--- src/rtl/mem_access_unit_if.sv ---
// Request/acknowledge data bus between the memory-stage load/store unit and data memory.
// The master issues a held request; the slave answers with a single-cycle ack or err.
interface mem_access_unit_if;
    logic        bus_req;
    logic        bus_we;
    logic [31:0] bus_addr;
    logic [3:0]  bus_be;
    logic [31:0] bus_wdata;
    logic        bus_ack;
    logic [31:0] bus_rdata;
    logic        bus_err;

    modport master (
        output bus_req,
        output bus_we,
        output bus_addr,
        output bus_be,
        output bus_wdata,
        input  bus_ack,
        input  bus_rdata,
        input  bus_err
    );

    modport slave (
        input  bus_req,
        input  bus_we,
        input  bus_addr,
        input  bus_be,
        input  bus_wdata,
        output bus_ack,
        output bus_rdata,
        output bus_err
    );
endinterface

--- src/rtl/mem_access_unit.sv ---
// Purpose: RV32I memory-stage load/store unit driving a req/ack data bus (lane steering, extension, faults).
// Latency: 3 cycles best case (IDLE, WAIT+ack, DONE); faults without bus use take 2 cycles.
// Backpressure: holds the pipeline via stall_o while an access is pending; bus wait bounded by TIMEOUT_CYCLES.
module mem_access_unit #(
    parameter int unsigned TIMEOUT_CYCLES = 255
) (
    input  logic        clk,
    input  logic        reset,
    input  logic        mem_read_i,
    input  logic        mem_write_i,
    input  logic [2:0]  funct3_i,
    input  logic [31:0] addr_i,
    input  logic [31:0] wdata_i,
    output logic        stall_o,
    output logic [31:0] rdata_o,
    output logic        exc_o,
    output logic [1:0]  exc_cause_o,
    mem_access_unit_if.master bus
);

    localparam logic [7:0] CNT_LAST = 8'(TIMEOUT_CYCLES - 1);

    localparam logic [1:0] CAUSE_MISALIGN = 2'b00;
    localparam logic [1:0] CAUSE_ILLEGAL  = 2'b01;
    localparam logic [1:0] CAUSE_BUS_ERR  = 2'b10;
    localparam logic [1:0] CAUSE_TIMEOUT  = 2'b11;

    typedef enum logic [1:0] {
        IDLE = 2'd0,
        WAIT = 2'd1,
        DONE = 2'd2
    } state_t;

    state_t      state, state_nxt;
    logic [7:0]  cnt, cnt_nxt;

    logic        req_q, req_nxt;
    logic        we_q, we_nxt;
    logic [31:0] addr_q, addr_nxt;
    logic [3:0]  be_q, be_nxt;
    logic [31:0] wdata_q, wdata_nxt;
    logic [31:0] rdata_q, rdata_nxt;
    logic        exc_q, exc_nxt;
    logic [1:0]  cause_q, cause_nxt;
    logic        stall;

    logic        access;
    logic        illegal;
    logic        misaligned;
    logic [3:0]  be_dec;
    logic [31:0] wdata_dec;
    logic [4:0]  lane_shift;
    logic [31:0] lane_word;
    logic [31:0] load_val;

    // ------------------------------------------------------------------
    // Access decode
    // ------------------------------------------------------------------
    assign access = mem_read_i | mem_write_i;

    // funct3[1:0]: 00 byte, 01 half, otherwise word.
    assign illegal = (mem_read_i & mem_write_i)
                   | (mem_read_i  & ((funct3_i == 3'b011) | (funct3_i[2:1] == 2'b11)))
                   | (mem_write_i & funct3_i[2]);

    assign misaligned = ((funct3_i[1:0] == 2'b01) & addr_i[0])
                      | (funct3_i[1] & (addr_i[1:0] != 2'b00));

    always_comb begin
        be_dec    = 4'b1111;
        wdata_dec = wdata_i;
        case (funct3_i[1:0])
            2'b00: begin
                be_dec    = 4'b0001 << addr_i[1:0];
                wdata_dec = {4{wdata_i[7:0]}};
            end
            2'b01: begin
                be_dec    = 4'b0011 << addr_i[1:0];
                wdata_dec = {2{wdata_i[15:0]}};
            end
            default: begin
                be_dec    = 4'b1111;
                wdata_dec = wdata_i;
            end
        endcase
    end

    // Addressed lane moved to bit 0; a halfword is already known aligned here.
    assign lane_shift = {addr_i[1:0], 3'b000};
    assign lane_word  = bus.bus_rdata >> lane_shift;

    always_comb begin
        load_val = lane_word;
        case (funct3_i)
            3'b000:  load_val = {{24{lane_word[7]}},  lane_word[7:0]};
            3'b001:  load_val = {{16{lane_word[15]}}, lane_word[15:0]};
            3'b100:  load_val = {24'd0, lane_word[7:0]};
            3'b101:  load_val = {16'd0, lane_word[15:0]};
            default: load_val = bus.bus_rdata;
        endcase
    end

    // ------------------------------------------------------------------
    // Next-state and registered-output logic
    // ------------------------------------------------------------------
    always_comb begin
        state_nxt = state;
        cnt_nxt   = cnt;
        req_nxt   = req_q;
        we_nxt    = we_q;
        addr_nxt  = addr_q;
        be_nxt    = be_q;
        wdata_nxt = wdata_q;
        rdata_nxt = rdata_q;
        exc_nxt   = exc_q;
        cause_nxt = cause_q;
        stall     = 1'b0;

        case (state)
            IDLE: begin
                if (access) begin
                    stall     = 1'b1;
                    rdata_nxt = 32'd0;
                    exc_nxt   = 1'b0;
                    if (illegal) begin
                        exc_nxt   = 1'b1;
                        cause_nxt = CAUSE_ILLEGAL;
                        state_nxt = DONE;
                    end else if (misaligned) begin
                        exc_nxt   = 1'b1;
                        cause_nxt = CAUSE_MISALIGN;
                        state_nxt = DONE;
                    end else begin
                        req_nxt   = 1'b1;
                        we_nxt    = mem_write_i;
                        addr_nxt  = {addr_i[31:2], 2'b00};
                        be_nxt    = be_dec;
                        wdata_nxt = wdata_dec;
                        cnt_nxt   = 8'd0;
                        state_nxt = WAIT;
                    end
                end
            end

            WAIT: begin
                stall   = 1'b1;
                cnt_nxt = cnt + 8'd1;
                // err beats ack, ack beats a timeout landing on the same cycle
                if (bus.bus_err) begin
                    req_nxt   = 1'b0;
                    exc_nxt   = 1'b1;
                    cause_nxt = CAUSE_BUS_ERR;
                    state_nxt = DONE;
                end else if (bus.bus_ack) begin
                    req_nxt   = 1'b0;
                    rdata_nxt = mem_read_i ? load_val : 32'd0;
                    state_nxt = DONE;
                end else if (cnt == CNT_LAST) begin
                    req_nxt   = 1'b0;
                    exc_nxt   = 1'b1;
                    cause_nxt = CAUSE_TIMEOUT;
                    state_nxt = DONE;
                end
            end

            DONE: begin
                exc_nxt   = 1'b0;
                rdata_nxt = 32'd0;
                state_nxt = IDLE;
            end

            default: begin
                req_nxt   = 1'b0;
                state_nxt = IDLE;
            end
        endcase
    end

    always_ff @(posedge clk or negedge reset) begin
        if (!reset) begin
            state   <= IDLE;
            cnt     <= 8'd0;
            req_q   <= 1'b0;
            we_q    <= 1'b0;
            addr_q  <= 32'd0;
            be_q    <= 4'd0;
            wdata_q <= 32'd0;
            rdata_q <= 32'd0;
            exc_q   <= 1'b0;
            cause_q <= 2'b00;
        end else begin
            state   <= state_nxt;
            cnt     <= cnt_nxt;
            req_q   <= req_nxt;
            we_q    <= we_nxt;
            addr_q  <= addr_nxt;
            be_q    <= be_nxt;
            wdata_q <= wdata_nxt;
            rdata_q <= rdata_nxt;
            exc_q   <= exc_nxt;
            cause_q <= cause_nxt;
        end
    end

    // Gated by reset so the pipeline is released the instant reset asserts.
    assign stall_o       = stall & reset;
    assign rdata_o       = rdata_q;
    assign exc_o         = exc_q;
    assign exc_cause_o   = cause_q;
    assign bus.bus_req   = req_q;
    assign bus.bus_we    = we_q;
    assign bus.bus_addr  = addr_q;
    assign bus.bus_be    = be_q;
    assign bus.bus_wdata = wdata_q;

endmodule

--- src/flat_wrapper.sv ---
// flat-port wrapper written by rule: the top's interface ports become plain ports
module mem_access_unit_flat 
#(
    parameter int unsigned TIMEOUT_CYCLES = 255
)
  (clk, reset, mem_read_i, mem_write_i, funct3_i, addr_i, wdata_i, stall_o, rdata_o, exc_o, exc_cause_o, bus_bus_req, bus_bus_we, bus_bus_addr, bus_bus_be, bus_bus_wdata, bus_bus_ack, bus_bus_rdata, bus_bus_err);
  mem_access_unit_if bus_i ();
  input  logic clk;
  input  logic reset;
  input  logic mem_read_i;
  input  logic mem_write_i;
  input  logic [2:0] funct3_i;
  input  logic [31:0] addr_i;
  input  logic [31:0] wdata_i;
  output logic stall_o;
  output logic [31:0] rdata_o;
  output logic exc_o;
  output logic [1:0] exc_cause_o;
  output wire logic [$bits(bus_i.bus_req)-1:0] bus_bus_req;
  output wire logic [$bits(bus_i.bus_we)-1:0] bus_bus_we;
  output wire logic [$bits(bus_i.bus_addr)-1:0] bus_bus_addr;
  output wire logic [$bits(bus_i.bus_be)-1:0] bus_bus_be;
  output wire logic [$bits(bus_i.bus_wdata)-1:0] bus_bus_wdata;
  input wire logic [$bits(bus_i.bus_ack)-1:0] bus_bus_ack;
  input wire logic [$bits(bus_i.bus_rdata)-1:0] bus_bus_rdata;
  input wire logic [$bits(bus_i.bus_err)-1:0] bus_bus_err;
  assign bus_bus_req = bus_i.bus_req;
  assign bus_bus_we = bus_i.bus_we;
  assign bus_bus_addr = bus_i.bus_addr;
  assign bus_bus_be = bus_i.bus_be;
  assign bus_bus_wdata = bus_i.bus_wdata;
  assign bus_i.bus_ack = bus_bus_ack;
  assign bus_i.bus_rdata = bus_bus_rdata;
  assign bus_i.bus_err = bus_bus_err;
  mem_access_unit #(.TIMEOUT_CYCLES(TIMEOUT_CYCLES)) u_core (.clk(clk), .reset(reset), .mem_read_i(mem_read_i), .mem_write_i(mem_write_i), .funct3_i(funct3_i), .addr_i(addr_i), .wdata_i(wdata_i), .stall_o(stall_o), .rdata_o(rdata_o), .exc_o(exc_o), .exc_cause_o(exc_cause_o), .bus(bus_i));
endmodule
--- config.mk ---
export PLATFORM = sky130hd
export DESIGN_NAME = mem_access_unit_flat
export DESIGN_NICKNAME = d
export VERILOG_FILES = /design/src/rtl/mem_access_unit_if.sv /design/src/rtl/mem_access_unit.sv /design/src/flat_wrapper.sv
export SDC_FILE = /design/constraint.sdc
export NUM_CORES = 1
export LEC_CHECK = 0
export CORE_ASPECT_RATIO = 1.5
export CORE_MARGIN = 2
export CORE_UTILIZATION = 38
export CTS_CLUSTER_SIZE = 30
export DETAILED_ROUTE_END_ITERATION = 8
export DONT_BUFFER_PORTS = 1
export GPL_ROUTABILITY_DRIVEN = 1
export HOLD_SLACK_MARGIN = 0.12
export SYNTH_ARGS = -nofsm -noshare
export SYNTH_HDL_FRONTEND = slang
export SYNTH_SLANG_ARGS = --single-unit
--- constraint.sdc ---
create_clock -name clk -period 3.7 [get_ports clk]
set_input_delay 1.11 -clock clk [delete_from_list [all_inputs] [get_ports clk]]
set_output_delay 1.11 -clock clk [all_outputs]
set_load 0.02 [all_outputs]
* Word-level counts from Yosys, hierarchy flattened *
Index checks and enable logic that the tools add are counted.

cells by class
  multiplexer cells = 42
  bitwise logic cells = 14
  equality and inequality tests = 18
  add/sub/neg operators = 1
  reductions and logical operators = 13
  shift operators = 3

operator list
  operator             number
  $mux 32              4
  $pmux 32 s4          1
  $pmux 32 s3          1
  $pmux 32 s2          1
  $shr 32x5->16        1
  $mux 2               12
  $mux 8               3
  $pmux 8 s2           1
  $reduce_and 4->1     4
  $mux 1               13
  $reduce_and 5->1     2
  $add 8x1->8 const B  1
  $eq 8x8->1 const B   1
  $ne 2x2->1 const B   4
  $pmux 2 s2           2
  $pmux 4 s2           1
  $and 1x1->1          6
  $eq 3x3->1 const B   2
  $pmux 1 s3           2
  $or 1x1->1           5
  $eq 2x1->1 const B   2
  $eq 2x2->1 const B   2
  $logic_not 2->1      2
  $ne 4x3->1 const B   1
  14 further kinds     17

word-level totals
  logic and storage cells = 101
  input bits = 105
  output and inout port bits = 106
  bits in registers = 113

* Longest topological paths before layout *
Gate-level depths: netlist (run 1).

  word-level depth = 8
  mapped depth = 9
  depth with buffers taken out = 7

* Worst setup path before layout (run 1) *
Ideal clock, no wire load.

  path kind = input to output
  from = input mem_write_i
  to = output stall_o
  slack = 1.057 ns
  stages on the path = 3
  data required time = 2.590 ns
  data arrival time = 1.533 ns
  path buffers = 0
  cell sequence = nor2_1 nor2_1 o21a_1

on the way
  longest elaborated chain between the ends = 4

RTL lines
  what         RTL line                RTL
  from (decl)  flat_wrapper.sv:11      input logic mem_write_i;
  $or 1x1->1   mem_access_unit.sv:59   assign access = mem_read_i | mem_write_i;
  $mux 1       mem_access_unit.sv:121  if (access) begin
  $pmux 1 s2   mem_access_unit.sv:119  case (state)
  $and 1x1->1  mem_access_unit.sv:206  assign stall_o = stall & reset;
  to (decl)    flat_wrapper.sv:15      output logic stall_o;

No other way between the ends.

* Worst setup path after layout (run 1) *
  from = register u_core.state[1]
  to = output stall_o

on the way
  longest elaborated chain between the ends = 3
  elaborated cells on any way between the ends = 4
  classes of those cells = eq/ne: 1; mux: 1; bitwise: 1; reduce/logical: 1

RTL lines
  what                                                  RTL line                RTL
  from (decl)                                           mem_access_unit.sv:34   state_t state, state_nxt;
  from (signal assigned)                                mem_access_unit.sv:192  state <= state_nxt;
  $eq 2x1->1 / $logic_not 2->1 (equally long branches)  mem_access_unit.sv:119
  $pmux 1 s2 *                                          mem_access_unit.sv:119
  $and 1x1->1 *                                         mem_access_unit.sv:206

Every way passes the cells marked *; elsewhere a longest branch is shown, timed or not.

==> flow_summary.html, run 1 <==
<table>
<tr><th>Metric</th><th>Value</th></tr>
<tr><th colspan="2">Placed design</th></tr>
<tr><td>IO Port Bufs</td><td>0</td></tr>
<tr><td>Cell area after placement</td><td>5678 um^2</td></tr>
<tr><td>Detailed placement HPWL</td><td>10.91 mm</td></tr>
<tr><td>Final weighted congestion in routability-driven placement</td><td>0.8809</td></tr>
<tr><td>Worst setup timing slack at the placement stage</td><td>0.9848 ns</td></tr>
<tr><td>Cell Count Post-Placement</td><td>774</td></tr>
<tr><th colspan="2">Power</th></tr>
<tr><td>Max rail drop VDD</td><td>between 300 and 400 uV</td></tr>
<tr><td>LEAKAGE</td><td>0.002994 uW</td></tr>
<tr><td>Power per cell area</td><td>around 780 nW/um^2</td></tr>
<tr><th colspan="2">Worst setup path</th></tr>
<tr><td>Critical Setup Path Class</td><td>register to output port</td></tr>
<tr><td>Critical path data arrival time</td><td>1.99 ns</td></tr>
<tr><td>Launching point of the worst reg2reg path</td><td>u_core.state[0]$_DFFE_PN0P_</td></tr>
<tr><td>Critical Path Start Type</td><td>register</td></tr>
<tr><td>First element of the critical path</td><td>u_core.state[1]$_DFFE_PN0P_</td></tr>
<tr><td>Kind of end point of the critical path</td><td>output port</td></tr>
<tr><td>Worst EP required</td><td>around 2.6 ns</td></tr>
<tr><td>Crit Path Max Fanout</td><td>26</td></tr>
<tr><th colspan="2">Final layout</th></tr>
<tr><td>Proportion of layout cells with a drive suffix above 1</td><td>8.197%</td></tr>
<tr><td>Non-filler instance count after layout</td><td>806</td></tr>
<tr><td>Net count, final</td><td>about 710</td></tr>
<tr><td>Layout-stage area growth over the synthesis result</td><td>13.19%</td></tr>
<tr><td>Total non-filler cell area in the finished layout</td><td>around 6300 um^2</td></tr>
<tr><td>Antenna diode instance count</td><td>0</td></tr>
<tr><td>Highest-count cells in the layout ignoring fill and taps</td><td>185 x nand2_1, 113 x dfrtp_1, 59 x o21ai_0</td></tr>
<tr><td>Most common library cell in the layout ignoring fill and taps</td><td>nand2_1</td></tr>
<tr><th colspan="2">Drt</th></tr>
<tr><td>Starting DRT DRC Count</td><td>about 260</td></tr>
<tr><td>Drc violations</td><td>0</td></tr>
<tr><td>Met3 Wirelength</td><td>~1.5 mm</td></tr>
<tr><td>Via-to-Cell Ratio</td><td>about 5.5</td></tr>
<tr><td>Routed WL per cell</td><td>18.74 um</td></tr>
<tr><td>Topmost layer with routed signal wires</td><td>met4</td></tr>
<tr><td>Total Routed Length</td><td>around 15 mm</td></tr>
<tr><td>Met2 Routed Length</td><td>7.629 mm</td></tr>
<tr><td>Post-Route M1 WL</td><td>5.617 mm</td></tr>
<tr><td>Total number of vias</td><td>~4500</td></tr>
<tr><td>Iteration count of the initial detailed-routing pass</td><td>4</td></tr>
<tr><td>Post-DRT Antenna Nets</td><td>0</td></tr>
<tr><th colspan="2">STA</th></tr>
<tr><td>Setup-failing EPs final</td><td>0</td></tr>
<tr><td>Transition time at the pin with the least slew margin</td><td>between 0.8 and 0.9 ns</td></tr>
<tr><td>RSZ-0062 raised after global routing</td><td>false</td></tr>
<tr><td>TNS Setup</td><td>0 ns</td></tr>
<tr><td>Hold slack</td><td>0.3948 ns</td></tr>
<tr><td>Largest clock skew in the final design</td><td>0.008573 ns</td></tr>
<tr><td>Highest Clock Rate</td><td>between 300 and 400 MHz</td></tr>
<tr><td>Post-route minimum period</td><td>3.098 ns</td></tr>
<tr><td>Fraction of the cycle the final worst path needs</td><td>83.72%</td></tr>
<tr><td>Final Hold Violating Endpoints</td><td>0</td></tr>
<tr><td>Final worst setup slack</td><td>0.6023 ns</td></tr>
<tr><td>Max-slew headroom at the worst pin</td><td>43.57%</td></tr>
<tr><td>Pins over their slew limit</td><td>0</td></tr>
<tr><th colspan="2">Yosys</th></tr>
<tr><td>Number of distinct library cells after synthesis</td><td>56</td></tr>
<tr><td>Number of warnings reported in the yosys synthesis log</td><td>0</td></tr>
<tr><td>Part of the Yosys area used for sequential elements</td><td>50.79%</td></tr>
<tr><td>EDFF count, synth</td><td>0</td></tr>
<tr><td>Most used DFF post-synth</td><td>dfrtp_1</td></tr>
<tr><td>Netlist Area Pre-Place</td><td>about 5600 um^2</td></tr>
<tr><td>Avg Cell Area, Syn</td><td>a little over 9 um^2</td></tr>
<tr><td>Cell taking the most area after synthesis</td><td>dfrtp_1</td></tr>
<tr><td>Synth Instances</td><td>around 610</td></tr>
<tr><td>Async set or reset register ratio after synthesis</td><td>100.0%</td></tr>
<tr><td>Top cells by area in the synthesized netlist</td><td>dfrtp_1 51%, nand2_1 13%, mux2i_1 6.3%</td></tr>
<tr><td>Top-area cell type share of the netlist area</td><td>50.79%</td></tr>
<tr><td>FF+latch count, synth</td><td>113</td></tr>
<tr><th colspan="2">Floorplanning</th></tr>
<tr><td>Core area</td><td>14460 um^2</td></tr>
<tr><td>Effective utilization at floorplan</td><td>38.51%</td></tr>
<tr><td>Die width</td><td>~100 um</td></tr>
<tr><td>I/O Pins</td><td>approximately 210</td></tr>
<tr><td>Overall die area</td><td>between 15000 and 20000 um^2</td></tr>
<tr><td>Rows</td><td>54</td></tr>
<tr><td>DIE HEIGHT</td><td>around 150 um</td></tr>
<tr><th colspan="2">Clocking</th></tr>
<tr><td>Hold buffer count at cts</td><td>0</td></tr>
<tr><td>Clock slew at reported path FFs</td><td>around 0.060 ns</td></tr>
<tr><td>Buffers from clock root to sink, at most</td><td>2</td></tr>
<tr><td>Number of H-tree branching levels</td><td>4</td></tr>
<tr><td>Insertion delay to the later sink of the worst-skew pair</td><td>0.41 ns</td></tr>
<tr><td>Inserted Clock Buffers</td><td>17</td></tr>
<tr><td>Post-cts gate resize count</td><td>0</td></tr>
<tr><td>Clock sink count</td><td>113</td></tr>
<tr><td>Post CTS Setup Buffer Count</td><td>0</td></tr>
<tr><td>Root buffer selected by CTS</td><td>clkbuf_16</td></tr>
<tr><td>CTS tree</td><td>done</td></tr>
<tr><th colspan="2">Worst hold path</th></tr>
<tr><td>Tightest Hold Check Type</td><td>primary input to asynchronous set/reset pin</td></tr>
<tr><th colspan="2">Flow run</th></tr>
<tr><td>Maxcap violations</td><td>0</td></tr>
<tr><th colspan="2">Global routing</th></tr>
<tr><td>Wire length of the first global-routing pass</td><td>around 23 mm</td></tr>
<tr><td>Total Routing Usage GR</td><td>19.25%</td></tr>
<tr><td>Grt ovf</td><td>0</td></tr>
<tr><td>Maximum number of pins on one net before global-route repair</td><td>115</td></tr>
<tr><td>Vias in the first global route</td><td>4483</td></tr>
<tr><td>Number of antenna violations at the first check in global routing</td><td>0</td></tr>
<tr><th colspan="2">Outcome</th></tr>
<tr><td>Status</td><td>complete, no violations</td></tr>
</table>
[cells in the mapped netlist (3+ instances only)]
library cell  instances
buf_4                 5
a21oi_1              33
a22oi_1               8
a21o_1                3
buf_1                 3
ha_1                  6
dfrtp_1             113
nand2b_1              3
nand3b_1              3
o21ai_0              59
nor3b_1               3
inv_1                 9
nor2b_1               4
clkbuf_1             22
and3_1                4
a221o_1              16
nor2_1               28
nand3_1               9
nor3_1                3
nand2_1             186
mux2i_1              35
o221ai_1              8
buf_2                10
[flip-flops by register name, indices dropped and copies added (netlist names)]
register	cells
u_core.bus.bus_addr	30
u_core.bus.bus_req	1
u_core.exc_cause_o	2
u_core.rdata_o	32
u_core.state	2
u_core.bus.bus_wdata	32
u_core.bus.bus_be	4
u_core.exc_o	1
u_core.cnt	8
u_core.bus.bus_we	1
[area by class of cell]
class | instances | area (um^2)
clock buffers | 17 | 425.4
repair buffers | 8 | 60.06
inverters | 9 | 33.78
clock inverters | 15 | 198.9
multi-input cells | 448 | 2511
flip-flops and latches | 113 | 2828
fillers | 1447 | 8157
well taps | 196 | 245.2
[layer usage]
metal  global-route usage (%)  vias up
met3                    6.972       24
met5                        0        -
met4                    8.584        0
li1                         -     2097
met2                    32.09      217
met1                    21.71     2130
[logic make-up after synthesis]
kind of cell / count (synthesis) / share of synthesized area, %
flip-flops: 113 / 50.79
adder cells (fa/ha/maj): 6 / 1.348
multiplexers: 37 / 6.899
AO/OA/AOI/OAI: 149 / 17.42
AND/OR/NAND/NOR: 254 / 19.21
buffers and inverters: 51 / 4.270
other: 1 / 0.06735
[worst max-delay path, stage by stage (launching register included)]
cell and delay [ns]:
dfrtp_1 0.41, inv_1 0.09, ha_1 0.71, o21a_1 0.37
[worst paths after layout]
path	endpoint	slack, ns	cells after the start
min in group clk	u_core.state[1]$_DFFE_PN0P_	0.55	2
worst min-delay path	u_core.rdata_o[25]$_DFFE_PN0P_	0.39	0
worst min register to register	u_core.state[1]$_DFFE_PN0P_	0.55	2
worst max-delay path	stall_o	0.60	3
max in group asynchronous	u_core.bus.bus_wdata[11]$_DFFE_PN0P_	3.15	0
worst max register to register	u_core.bus.bus_wdata[23]$_DFFE_PN0P_	1.09	9
[where the power goes]
part	internal (uW)	leakage (uW)	total (uW)	switching [uW]
registers	1650	0.00146	2480	831
clock network	1080	0.000308	1720	639
logic	294	0.00122	708	414
[stage by stage]
stage	util (%)	total power, uW
2_1_floorplan	-	2967
3_3_place_gp	39.27	3174
3_5_place_dp	39.27	3215
4_1_cts	43.59	4958
5_1_grt	43.59	5181
6_report	43.59	4910
Note: power is estimated with default switching activity, not from simulation.
==> run 2: changes to the inputs <==
Clock period 3.7 ns to 2.9 ns, I/O delays scaled along.
==> flow_summary.html, run 2 (synthesized netlist as in run 1, its figures left out) <==
<table>
<tr><th>Metric</th><th>Value</th></tr>
<tr><th colspan="2">Final layout</th></tr>
<tr><td>Most common library cell in the layout ignoring fill and taps</td><td>nand2_1 (unchanged)</td></tr>
<tr><td>Net count, final</td><td>710 (was 708)</td></tr>
<tr><td>Non-filler instance count after layout</td><td>809 (was 806)</td></tr>
<tr><td>Fin util</td><td>43.81% (was 43.59%)</td></tr>
<tr><td>Filler cell count</td><td>1450 (was 1447)</td></tr>
<tr><td>Proportion of layout cells with a drive suffix above 1</td><td>8.660% (was 8.197%)</td></tr>
<tr><td>Layout-stage area growth over the synthesis result</td><td>13.78% (was 13.19%)</td></tr>
<tr><td>Highest-count cells in the layout ignoring fill and taps</td><td>185 x nand2_1, 113 x dfrtp_1, 59 x o21ai_0 (unchanged)</td></tr>
<tr><th colspan="2">Floorplanning</th></tr>
<tr><td>I/O Pins</td><td>211 (unchanged)</td></tr>
<tr><td>Core area</td><td>14460 um^2 (unchanged)</td></tr>
<tr><td>Effective utilization at floorplan</td><td>38.51% (unchanged)</td></tr>
<tr><td>Rows</td><td>54 (unchanged)</td></tr>
<tr><td>DIE HEIGHT</td><td>152.3 um (unchanged)</td></tr>
<tr><td>Overall die area</td><td>15660 um^2 (unchanged)</td></tr>
<tr><td>Die width</td><td>102.8 um (unchanged)</td></tr>
<tr><th colspan="2">Power</th></tr>
<tr><td>LEAKAGE</td><td>0.003011 uW (was 0.002994 uW)</td></tr>
<tr><td>Max rail drop VDD</td><td>436.7 uV (was 397.5 uV)</td></tr>
<tr><td>Power per cell area</td><td>990.3 nW/um^2 (was 779.1 nW/um^2)</td></tr>
<tr><td>Post-route total power</td><td>6274 uW (was 4910 uW)</td></tr>
<tr><th colspan="2">Worst setup path</th></tr>
<tr><td>Flop2flop setup slack</td><td>0.67 ns (was 1.09 ns)</td></tr>
<tr><td>Critical Setup Path Class</td><td>register to output port (unchanged)</td></tr>
<tr><td>Crit path buffers/inverters</td><td>2 (was 1)</td></tr>
<tr><td>Critical path data arrival time</td><td>1.76 ns (was 1.99 ns)</td></tr>
<tr><td>Kind of end point of the critical path</td><td>output port (unchanged)</td></tr>
<tr><td>Worst EP required</td><td>2.03 ns (was 2.59 ns)</td></tr>
<tr><td>Worst path cell trace</td><td>inv_1, ha_2, inv_1, nor2_1, o21a_1 (was inv_1, ha_1, o21a_1)</td></tr>
<tr><td>Slowest stage delay, CP</td><td>0.42 ns (was 0.71 ns)</td></tr>
<tr><td>Crit Path Max Fanout</td><td>16 (was 26)</td></tr>
<tr><td>R2R Path End</td><td>u_core.bus.bus_be[0]$_DFFE_PN0P_ (was u_core.bus.bus_wdata[23]$_DFFE_PN0P_)</td></tr>
<tr><td>R2R cell count</td><td>7 (was 9)</td></tr>
<tr><td>Most prevalent standard cell on the critical path</td><td>inv_1</td></tr>
<tr><td>Critical path's top delay family</td><td>flip-flops (was adder cells)</td></tr>
<tr><td>Launching point of the worst reg2reg path</td><td>u_core.state[0]$_DFFE_PN0P_ (unchanged)</td></tr>
<tr><td>Cell with the largest stage delay on the worst path</td><td>dfrtp_1 (was ha_1)</td></tr>
<tr><td>Critical Path Start Type</td><td>register (unchanged)</td></tr>
<tr><th colspan="2">Global routing</th></tr>
<tr><td>Number of antenna violations at the first check in global routing</td><td>1 (was 0)</td></tr>
<tr><td>Vias in the first global route</td><td>4539 (was 4483)</td></tr>
<tr><td>Maximum number of pins on one net before global-route repair</td><td>115 (unchanged)</td></tr>
<tr><td>Wire length of the first global-routing pass</td><td>24.06 mm (was 23.41 mm)</td></tr>
<tr><td>Grt ovf</td><td>0 (unchanged)</td></tr>
<tr><td>Total Routing Usage GR</td><td>19.78% (was 19.25%)</td></tr>
<tr><th colspan="2">Flow run</th></tr>
<tr><td>Maxcap violations</td><td>0 (unchanged)</td></tr>
<tr><th colspan="2">Clocking</th></tr>
<tr><td>Buffers from clock root to sink, at most</td><td>2 (unchanged)</td></tr>
<tr><td>Hold buffer count at cts</td><td>0 (unchanged)</td></tr>
<tr><td>Number of H-tree branching levels</td><td>4 (unchanged)</td></tr>
<tr><td>CTS tree</td><td>done (unchanged)</td></tr>
<tr><td>Clock sink count</td><td>113 (unchanged)</td></tr>
<tr><td>Insertion delay to the later sink of the worst-skew pair</td><td>0.40 ns (was 0.41 ns)</td></tr>
<tr><td>Root buffer selected by CTS</td><td>clkbuf_16 (unchanged)</td></tr>
<tr><td>Clock slew at reported path FFs</td><td>0.06 ns (about the same)</td></tr>
<tr><td>Inserted Clock Buffers</td><td>17 (unchanged)</td></tr>
<tr><th colspan="2">Drt</th></tr>
<tr><td>Drc violations</td><td>0 (unchanged)</td></tr>
<tr><td>Post-DRT Antenna Nets</td><td>0 (unchanged)</td></tr>
<tr><td>Iteration count of the initial detailed-routing pass</td><td>5 (was 4)</td></tr>
<tr><td>Total number of vias</td><td>4482 (was 4468)</td></tr>
<tr><td>Via-to-Cell Ratio</td><td>5.540 (was 5.543)</td></tr>
<tr><td>Routed WL per cell</td><td>19.08 um (was 18.74 um)</td></tr>
<tr><td>Starting DRT DRC Count</td><td>280 (was 264)</td></tr>
<tr><td>Total Routed Length</td><td>15.44 mm (was 15.10 mm)</td></tr>
<tr><th colspan="2">STA</th></tr>
<tr><td>Max-slew headroom at the worst pin</td><td>55.47% (was 43.57%)</td></tr>
<tr><td>Transition time at the pin with the least slew margin</td><td>0.6635 ns (was 0.8464 ns)</td></tr>
<tr><td>Largest clock skew in the final design</td><td>0.005609 ns (was 0.008573 ns)</td></tr>
<tr><td>Fraction of the cycle the final worst path needs</td><td>approximately nine tenths</td></tr>
<tr><td>Hold slack</td><td>0.1572 ns (was 0.3948 ns)</td></tr>
<tr><td>Highest Clock Rate</td><td>379.7 MHz</td></tr>
<tr><td>Final Hold Violating Endpoints</td><td>0 (unchanged)</td></tr>
<tr><td>Pins over their slew limit</td><td>0 (unchanged)</td></tr>
<tr><td>Setup-failing EPs final</td><td>0 (unchanged)</td></tr>
<tr><td>RSZ-0062 raised after global routing</td><td>false (unchanged)</td></tr>
<tr><td>Post-route minimum period</td><td>2.633 ns</td></tr>
<tr><td>TNS Setup</td><td>0 ns (unchanged)</td></tr>
<tr><th colspan="2">Placed design</th></tr>
<tr><td>Cell Count Post-Placement</td><td>776 (was 774)</td></tr>
<tr><td>Final weighted congestion in routability-driven placement</td><td>0.8715 (was 0.8809)</td></tr>
<tr><td>IO Port Bufs</td><td>0 (unchanged)</td></tr>
<tr><td>Detailed placement HPWL</td><td>10.98 mm (was 10.91 mm)</td></tr>
<tr><th colspan="2">Outcome</th></tr>
<tr><td>Status</td><td>complete, no violations (unchanged)</td></tr>
<tr><th colspan="2">Worst hold path</th></tr>
<tr><td>Tightest Hold Check Type</td><td>primary input to asynchronous set/reset pin (unchanged)</td></tr>
</table>
run 2: stage by stage:
stage / area, um^2 / setup slack [ns]
3_3_place_gp: 5705 / 0.6178
5_1_grt: 6335 / 0.1424
3_5_place_dp: 5705 / 0.5441
4_1_cts: 6330 / 0.1225
6_report: 6335 / 0.2666
2_1_floorplan: 5572 / 0.5019
run 2: cell type report:
type,count,area (um^2),area share (%)
flip-flops and latches,113,2828,44.64
multi-input cells,448,2514,39.68
clock buffers,17,425.4,6.715
well taps,196,245.2,3.871
clock inverters,15,198.9,3.140
repair buffers,10,87.58,1.383
inverters,9,33.78,0.5333
diodes,1,2.502,0.03950
run 2: report_power, final:
part	switching (uW)	leakage, uW	internal [uW]
registers	1070	0.00146	2100
logic	537	0.00124	384
clock network	803	0.000308	1380
run 2: timing repair:
| item | 4_1_cts | 5_1_grt |
|---|---|---|
| setup endpoints to repair | 0 | 1 |
| setup buffers | 0 | 0 |
| resized for setup | 0 | 1 |
run 2: layer usage:
layer / wire, um / up-vias / global-route usage (%)
met5: 0 / - / 0
met3: 1394 / 22 / 6.330
li1: - / 2089 / -
met1: 5752 / 2165 / 22.15
met4: 342 / 0 / 8.333
met2: 7948 / 206 / 33.96
run 2: worst max-delay path by stage:
stage,start,to,cells past startpoint
after detailed placement,u_core.state[0]$_DFFE_PN0P_,u_core.bus.bus_wdata[11]$_DFFE_PN0P_,8
after CTS,u_core.state[0]$_DFFE_PN0P_,stall_o,5
after global routing,u_core.state[0]$_DFFE_PN0P_,stall_o,5
after global placement,u_core.state[0]$_DFFE_PN0P_,stall_o,5
after floorplan,u_core.state[1]$_DFFE_PN0P_,stall_o,6
final,u_core.state[0]$_DFFE_PN0P_,stall_o,5
==> run 3: changes to the inputs <==
Settings changed: CORE_ASPECT_RATIO 1.5 to 0.6, CORE_UTILIZATION 38 to 30, REMOVE_ABC_BUFFERS from default to 1.
==> flow_summary.html, run 3 (synthesized netlist as in run 1, its figures left out) <==
<table>
<tr><th>Metric</th><th>Value</th></tr>
<tr><th colspan="2">Power</th></tr>
<tr><td>Post-route total power</td><td>6510 uW (was 6274 uW)</td></tr>
<tr><td>Sw Ratio</td><td>35.88% (was 38.34%)</td></tr>
<tr><td>Max rail drop VDD</td><td>383.8 uV (was 436.7 uV)</td></tr>
<tr><td>LEAKAGE</td><td>0.003044 uW (was 0.003011 uW)</td></tr>
<tr><td>Proportion of power drawn by the clock network</td><td>36.9% (was 34.8%)</td></tr>
<tr><td>Cell internal power dissipation</td><td>4175 uW (was 3868 uW)</td></tr>
<tr><td>Relative contribution of sequential cells to total power</td><td>48.6% (was 50.5%)</td></tr>
<tr><td>Power per cell area</td><td>1002 nW/um^2 (was 990.3 nW/um^2)</td></tr>
<tr><td>Share of total power in combinational logic</td><td>14.5% (was 14.7%)</td></tr>
<tr><td>Switching power total</td><td>2336 uW (was 2405 uW)</td></tr>
<tr><th colspan="2">Placed design</th></tr>
<tr><td>Cell Count Post-Placement</td><td>822 (was 776)</td></tr>
<tr><td>Final weighted congestion in routability-driven placement</td><td>0.7825 (was 0.8715)</td></tr>
<tr><td>Detailed placement HPWL</td><td>11.27 mm (was 10.98 mm)</td></tr>
<tr><td>Worst setup timing slack at the placement stage</td><td>0.5067 ns (was 0.5441 ns)</td></tr>
<tr><td>IO Port Bufs</td><td>0 (unchanged)</td></tr>
<tr><th colspan="2">Worst setup path</th></tr>
<tr><td>Kind of end point of the critical path</td><td>output port (unchanged)</td></tr>
<tr><td>Crit path buffers/inverters</td><td>3 (was 2)</td></tr>
<tr><td>Most prevalent standard cell on the critical path</td><td>inv_1 (unchanged)</td></tr>
<tr><td>Critical path data arrival time</td><td>1.76 ns (about the same)</td></tr>
<tr><td>Critical Setup Path Class</td><td>register to output port (unchanged)</td></tr>
<tr><td>Worst path cell trace</td><td>inv_1, ha_1, buf_4, inv_1, nor2_1, o21a_1 (was inv_1, ha_2, inv_1, nor2_1, o21a_1)</td></tr>
<tr><td>Crit Path Max Fanout</td><td>15 (was 16)</td></tr>
<tr><td>Critical Path Start Type</td><td>register (unchanged)</td></tr>
<tr><td>Slowest stage delay, CP</td><td>0.42 ns (about the same)</td></tr>
<tr><td>Cell with the largest stage delay on the worst path</td><td>dfrtp_1 (unchanged)</td></tr>
<tr><td>Critical path's top delay family</td><td>flip-flops (unchanged)</td></tr>
<tr><td>Worst EP required</td><td>2.03 ns (about the same)</td></tr>
<tr><th colspan="2">STA</th></tr>
<tr><td>Highest Clock Rate</td><td>379.6 MHz (was 379.7 MHz)</td></tr>
<tr><td>Final Hold Violating Endpoints</td><td>0 (unchanged)</td></tr>
<tr><td>Max-slew headroom at the worst pin</td><td>40.77% (was 55.47%)</td></tr>
<tr><td>Pins over their slew limit</td><td>0 (unchanged)</td></tr>
<tr><td>Largest clock skew in the final design</td><td>0.007797 ns (was 0.005609 ns)</td></tr>
<tr><td>Hold slack</td><td>0.1551 ns (was 0.1572 ns)</td></tr>
<tr><td>Fraction of the cycle the final worst path needs</td><td>90.83% (was 90.81%)</td></tr>
<tr><td>Post-route minimum period</td><td>2.634 ns (was 2.633 ns)</td></tr>
<tr><td>RSZ-0062 raised after global routing</td><td>false (unchanged)</td></tr>
<tr><td>Transition time at the pin with the least slew margin</td><td>0.8826 ns (was 0.6635 ns)</td></tr>
<tr><td>Final worst setup slack</td><td>0.2659 ns (was 0.2666 ns)</td></tr>
<tr><td>Setup-failing EPs final</td><td>0 (unchanged)</td></tr>
<tr><th colspan="2">Outcome</th></tr>
<tr><td>Status</td><td>complete, no violations (unchanged)</td></tr>
<tr><th colspan="2">Drt</th></tr>
<tr><td>Post-DRT Antenna Nets</td><td>0 (unchanged)</td></tr>
<tr><td>Starting DRT DRC Count</td><td>283 (was 280)</td></tr>
<tr><td>Total number of vias</td><td>4429 (was 4482)</td></tr>
<tr><td>Via-to-Cell Ratio</td><td>5.180 (was 5.540)</td></tr>
<tr><td>Drc violations</td><td>0 (unchanged)</td></tr>
<tr><td>Routed WL per cell</td><td>19.07 um (was 19.08 um)</td></tr>
<tr><td>Total Routed Length</td><td>16.31 mm (was 15.44 mm)</td></tr>
<tr><td>Iteration count of the initial detailed-routing pass</td><td>7 (was 5)</td></tr>
<tr><th colspan="2">Clocking</th></tr>
<tr><td>Number of H-tree branching levels</td><td>4 (unchanged)</td></tr>
<tr><td>Clock sink count</td><td>113 (unchanged)</td></tr>
<tr><td>Buffers from clock root to sink, at most</td><td>2 (unchanged)</td></tr>
<tr><td>Post CTS Setup Buffer Count</td><td>0 (unchanged)</td></tr>
<tr><td>CTS tree</td><td>done (unchanged)</td></tr>
<tr><td>Root buffer selected by CTS</td><td>clkbuf_16 (unchanged)</td></tr>
<tr><td>Insertion delay to the later sink of the worst-skew pair</td><td>0.41 ns (was 0.40 ns)</td></tr>
<tr><td>Inserted Clock Buffers</td><td>17 (unchanged)</td></tr>
<tr><td>Clock slew at reported path FFs</td><td>0.05 ns (was 0.06 ns)</td></tr>
<tr><th colspan="2">Final layout</th></tr>
<tr><td>Net count, final</td><td>714 (was 710)</td></tr>
<tr><td>Fin util</td><td>35.85% (was 43.81%)</td></tr>
<tr><td>Proportion of layout cells with a drive suffix above 1</td><td>8.455% (was 8.660%)</td></tr>
<tr><td>Most common library cell in the layout ignoring fill and taps</td><td>nand2_1 (unchanged)</td></tr>
<tr><td>Layout-stage area growth over the synthesis result</td><td>16.65% (was 13.78%)</td></tr>
<tr><td>Highest-count cells in the layout ignoring fill and taps</td><td>185 x nand2_1, 113 x dfrtp_1, 59 x o21ai_0 (unchanged)</td></tr>
<tr><td>Area occupied by registers</td><td>2828 um^2 (unchanged)</td></tr>
<tr><td>Area of the multi-input gates</td><td>2521 um^2 (was 2514 um^2)</td></tr>
<tr><td>Filler cell count</td><td>1812 (was 1450)</td></tr>
<tr><td>Non-filler instance count after layout</td><td>855 (was 809)</td></tr>
<tr><td>Antenna diode instance count</td><td>0 (was 1)</td></tr>
<tr><th colspan="2">Floorplanning</th></tr>
<tr><td>Core area</td><td>18110 um^2 (was 14460 um^2)</td></tr>
<tr><td>Rows</td><td>38 (was 54)</td></tr>
<tr><td>Die width</td><td>179.9 um (was 102.8 um)</td></tr>
<tr><td>I/O Pins</td><td>211 (unchanged)</td></tr>
<tr><td>DIE HEIGHT</td><td>109.5 um (was 152.3 um)</td></tr>
<tr><td>Overall die area</td><td>19700 um^2 (was 15660 um^2)</td></tr>
<tr><td>Effective utilization at floorplan</td><td>30.74% (was 38.51%)</td></tr>
<tr><th colspan="2">Global routing</th></tr>
<tr><td>Grt ovf</td><td>0 (unchanged)</td></tr>
<tr><td>Total Routing Usage GR</td><td>16.38% (was 19.78%)</td></tr>
<tr><td>Wire length of the first global-routing pass</td><td>24.65 mm (was 24.06 mm)</td></tr>
<tr><td>Vias in the first global route</td><td>4123 (was 4539)</td></tr>
<tr><td>Maximum number of pins on one net before global-route repair</td><td>115 (unchanged)</td></tr>
<tr><td>Number of antenna violations at the first check in global routing</td><td>1 (unchanged)</td></tr>
<tr><th colspan="2">Worst hold path</th></tr>
<tr><td>Tightest Hold Check Type</td><td>primary input to asynchronous set/reset pin (unchanged)</td></tr>
<tr><th colspan="2">Flow run</th></tr>
<tr><td>Maxcap violations</td><td>0 (unchanged)</td></tr>
</table>
-- run 3: timing repair --
action | in CTS | in global routing
resized for setup | 0 | 0
hold endpoints to repair | 0 | 5
hold buffers | 0 | 2
-- run 3: metal layers --
layer	GRT usage (%)	part of all wire [%]	up-vias
met1	22.49	46	2097
met2	22.61	41	212
li1	-	-	2103
met4	4.297	1.1	2
met3	8.182	11	15
met5	0	0.11	-
-- run 3: final cells by class --
cell class,instances,share of cell area (%)
repair buffers,14,2.081
inverters,9,0.5201
flip-flops and latches,113,43.54
well taps,240,4.623
clock inverters,9,3.121
multi-input cells,448,38.82
clock buffers,22,7.301
-- run 3: power by group through the flow --
stage	combinational, uW	clock [uW]	sequential [uW]
4_1_cts	947	2470	3180
6_report	943	2400	3170
5_1_grt	1110	2550	3250
2_1_floorplan	716	0	3020
3_5_place_dp	948	0	3190
3_3_place_gp	911	0	3200
-- run 3: through the flow --
stage          area (um^2)  TNS [ns]
6_report              6495         0
5_1_grt               6495         0
4_1_cts               6475         0
3_5_place_dp          5798         0
3_3_place_gp          5798         0
2_1_floorplan         5368    -2.058
-- run 3: final timing paths --
| check | slack, ns | cells past startpoint | from | endpoint |
|---|---|---|---|---|
| setup / recovery | 0.27 | 6 | u_core.state[0]$_DFFE_PN0P_ | stall_o |
| hold / removal | 0.16 | 0 | reset | u_core.rdata_o[18]$_DFFE_PN0P_ |
| setup reg to reg | 0.63 | 8 | u_core.state[0]$_DFFE_PN0P_ | u_core.bus.bus_wdata[21]$_DFFE_PN0P_ |
| hold reg to reg | 0.55 | 2 | u_core.cnt[6]$_DFFE_PN0P_ | u_core.cnt[6]$_DFFE_PN0P_ |
| max in group asynchronous | 1.85 | 1 | reset | u_core.rdata_o[20]$_DFFE_PN0P_ |
| min in group clk | 0.55 | 2 | u_core.cnt[6]$_DFFE_PN0P_ | u_core.cnt[6]$_DFFE_PN0P_ |
